==> src/rtl/pipe_stage_buf.sv <==
// pipe_stage_buf: valid/ready pipeline register with optional skid entry, sync flush and saturating stall counter.
// An empty stage drives all-zero data so downstream decoders see a NOP bubble.
module pipe_stage_buf #(
  parameter int WIDTH = 32,
  parameter int NCH   = 4,
  parameter int SKID  = 1,
  parameter int CNT_W = 16
) (
  input  logic                   clk,
  input  logic                   clr_n,
  input  logic                   flush,
  input  logic                   in_valid,
  output logic                   in_ready,
  input  logic [NCH*WIDTH-1:0]   in_data,
  output logic                   out_valid,
  input  logic                   out_ready,
  output logic [NCH*WIDTH-1:0]   out_data,
  output logic [1:0]             occ,
  output logic [CNT_W-1:0]       stall_cnt
);
  localparam int DW = NCH * WIDTH;
  logic          main_v, skid_v;
  logic [DW-1:0] main_d, skid_d;
  logic          accept, emit;
  // With a skid entry in_ready depends only on state, breaking the out_ready->in_ready path
  assign in_ready  = (SKID != 0) ? !skid_v : (!main_v || out_ready);
  assign accept    = in_valid && in_ready;
  assign emit      = main_v && out_ready;
  assign out_valid = main_v;
  assign out_data  = main_v ? main_d : '0;
  assign occ       = {1'b0, main_v} + {1'b0, skid_v};
  always_ff @(posedge clk or negedge clr_n) begin
    if (!clr_n) begin
      main_v <= 1'b0;
      skid_v <= 1'b0;
      main_d <= '0;
      skid_d <= '0;
    end else if (flush) begin
      main_v <= 1'b0;
      skid_v <= 1'b0;
      main_d <= '0;
      skid_d <= '0;
    end else if (skid_v) begin
      if (emit) begin
        main_d <= skid_d;
        skid_v <= 1'b0;
      end
    end else if (!main_v || emit) begin
      main_v <= accept;
      if (accept) main_d <= in_data;
    end else if (accept && SKID != 0) begin
      skid_v <= 1'b1;
      skid_d <= in_data;
    end
  end
  always_ff @(posedge clk or negedge clr_n) begin
    if (!clr_n) stall_cnt <= '0;
    else if (main_v && !out_ready && stall_cnt != '1) stall_cnt <= stall_cnt + 1'b1;
  end
endmodule

==> config.mk <==
export PLATFORM = sky130hd
export DESIGN_NAME = pipe_stage_buf
export DESIGN_NICKNAME = d
export VERILOG_FILES = /design/src/rtl/pipe_stage_buf.sv
export SDC_FILE = /design/constraint.sdc
export NUM_CORES = 1
export LEC_CHECK = 0
export BUFFER_PORTS_ARGS = -buffer_cell sky130_fd_sc_hd__buf_2
export CAP_MARGIN = 20
export CORE_MARGIN = 1.5
export CORE_UTILIZATION = 25
export CTS_BUF_LIST = sky130_fd_sc_hd__clkbuf_8
export CTS_CLUSTER_SIZE = 40
export DETAILED_ROUTE_END_ITERATION = 7
export GPL_TIMING_DRIVEN = 1
export RECOVER_POWER = 25
export SLEW_MARGIN = 30
export SYNTH_ARGS = -nofsm -noshare
export SYNTH_HDL_FRONTEND = slang
export SYNTH_SLANG_ARGS = --single-unit
==> constraint.sdc <==
create_clock -name clk -period 6 [get_ports clk]
set_clock_uncertainty 0.2 [all_clocks]
set_input_delay 1.2 -clock clk [delete_from_list [all_inputs] [get_ports clk]]
set_output_delay 1.2 -clock clk [all_outputs]
set_load 0.02 [all_outputs]
==> run metrics <==
final worst path period share=63.8%; violated checks=capacitance limit, slew limit; Detailed Route Iter0 Violations=585; core box area=51200 sq um; nets@finish=1720; number of nets still failing antenna checks after routing=0; commonest non-fill, non-tap cell in the layout=nand2_1; CTS clk-pin slew, worst paths=60 ps; post-synthesis mux area share=10.1%; post-CTS resize count=0; number of levels in the clock H-tree=2; number of antenna violations at the first check in global routing=7; number of remaining DRC errors=0; Worst R2R End=skid_d[80]; # IOs=281; CP max FO=94; source-to-sink clock delay at the later pin of the worst-skew pair=610 ps; Synth Area per Inst=9.57 sq um; clk buf depth=3; via count of the first global-routing pass=10700; path class of the lowest-slack min-delay path=flop to flop; detailed-route vias per instance=4.59; CTS buffer count=52; Mapped Area=12900 sq um; clock root buffer master=clkbuf_8; EDFF count, synth=0; fraction of the mapped netlist area in compound gates=12.7%; combinational family with the most area after synthesis=simple AND/OR/NAND/NOR gates; number of buffers added to fix hold violations after cts=0; Fin. Hold Viols=0; detailed-route wire length=37100 um; Setup TNS Final=0 ps; initial standard-cell utilization of the core=25.2%; per-cell routed wire length=16.1 um; port bufs=280; TritonCTS clock tree=built; remaining max-slew budget at the tightest pin=-82.7%; drt pass-1 iters=5; height of the chip=230 um; std cell rows=83; xor/xnor share of the synthesized area=0.949%; overflow left after global routing=0; Hold Path Cell Cnt=2; maximum achievable frequency=261 MHz; critical path startpoint=out_valid; final slew viol count=41; minimum setup slack in the final design=2170 ps; worst endpoint data arrival time=2430 ps; number of storage elements in the synthesis netlist=274; Routability Congestion=0.753; outcome=finished, violations left; Post-Place Worst Slack=2490 ps; Synth Net Count=1486; Clock Sink Count=274; fraction of final layout cells with drive strength greater than 1=23.6%; flip-flop cell with the highest count after synthesis=dfrtp_1; Adder-Cell Fraction of Synth Area=0.194%; Data required, critical path=4600 ps; reg-to-reg slack, setup=3030 ps; first-pass GRT wire length=59100 um; Worst Hold End=main_d[84]; maximum number of pins on one net before global-route repair=151; Cell Pwr Density=276 nW/um^2; worst voltage drop across the vdd grid=0.158 mV; Final min period=3830 ps; dpl hpwl=22500 um; cells after synthesis=1351; post-synthesis simple-gate area fraction=19.3%; category of the worst setup path capture point=output pin; layout overhead on the synthesized area=23.1%; source of the worst register-to-register timing path=skid_v; commonest cells after routing, fill and taps aside=nand2_1, buf_2, dfrtp_1, a21oi_1; die span in x=230 um; sequential-to-total area share from yosys stat=53.0%; CP Class=flop to output pin; # Max-Cap Violations=1; worst reg2reg path depth=5; RSZ-0062 raised after global routing=false; vias after detailed routing=10600; Worst Hold Slack=265 ps; # Post-CTS Setup Buffers=0; post-synthesis async set-or-reset flop share=100%; gr usage total=13.8%; Least-Margin Pin Slew=2740 ps; Die Footprint=53100 sq um; post-layout total power=4400 uW; count of endpoints failing setup in the final report=0; post-synthesis cell type count=29; leakage power=0.00722 uW; startpoint class of the critical path=flop; Yosys warning total=0; min-delay src=main_d[84]
registers in the layout (all words and copies together) (netlist names):
register / flops
main_d: 128
skid_d: 128
stall_cnt: 16
out_valid: 1
skid_v: 1
worst max-delay path, cell delays in order, from the launching register on:
cell,delay (ps)
dfrtp_4,710
buf_6,580
ha_1,340
buf_2,160
kinds of logic (layout without fill, tap and decap cells):
logic type	count (synthesis)	after routing
AOI/OAI and AO/OA	263	263
xor gates and xnor gates	14	14
adders and majority gates	2	2
buffers and inverters	119	390
DFF	274	274
muxes	130	130
other	0	4
and+or+nand+nor	549	549
synthesized netlist by cell type, types with 3 or more instances:
cell | instances | share of area [%]
nor3_1 | 5 | 0.19
a21oi_1 | 131 | 5.1
mux2i_1 | 128 | 9.9
and2_1 | 128 | 6.2
xor2_1 | 14 | 0.95
nor2_1 | 5 | 0.15
o21ai_0 | 3 | 0.12
buf_1 | 3 | 0.087
nand4_1 | 4 | 0.19
inv_1 | 3 | 0.087
o31ai_1 | 128 | 7.4
dfrtp_1 | 274 | 53
nand2_1 | 389 | 11
buf_2 | 28 | 1.1
nand3_1 | 3 | 0.12
clkbuf_1 | 85 | 2.5
per-stage QoR:
step | instances | area, sq um | utilization (%)
after floorplan | 1351 | 12900 | -
after global placement | 2210 | 14900 | 29.1
after detailed placement | 2210 | 14900 | 29.1
after CTS | 2301 | 15900 | 31.0
after global routing | 2305 | 15900 | 31.1
final | 2306 | 15900 | 31.1
power by group:
part / total (uW) / leakage, uW / switching [uW] / internal, uW
Clock: 1770 / 0.000566 / 847 / 928
Combinational: 571 / 0.00297 / 365 / 206
Sequential: 2050 / 0.00368 / 85.3 / 1970
area by class of cell:
class / count / area, sq um
multi-input combinational: 958 / 5610
timing repair buffer: 296 / 1590
fill: 5357 / 35300
clock buffer: 58 / 798
sequential: 274 / 6860
clock inverter: 33 / 183
inverter: 3 / 11.3
tap: 680 / 851
antenna: 4 / 10.0
metal layers:
layer  part of all wire, %  vias to the layer above  track usage, %
met5                 0.094                        -               0
met4                   3.0                        6            5.45
met3                   7.3                       77            4.31
met2                    45                      260            21.8
met1                    44                     5202            17.6
li1                      -                     5033               -
worst max-delay path by stage:
| stage | endpoint | slack (ps) | depth (start not counted) |
|---|---|---|---|
| 2_1_floorplan | stall_cnt[12] | 3310 | 6 |
| 3_3_place_gp | occ[0] | 2520 | 3 |
| 3_5_place_dp | occ[0] | 2490 | 3 |
| 4_1_cts | occ[0] | 1790 | 3 |
| 5_1_grt | occ[0] | 1950 | 3 |
| 6_report | occ[0] | 2170 | 3 |
(Power assumes the default switching activity.)
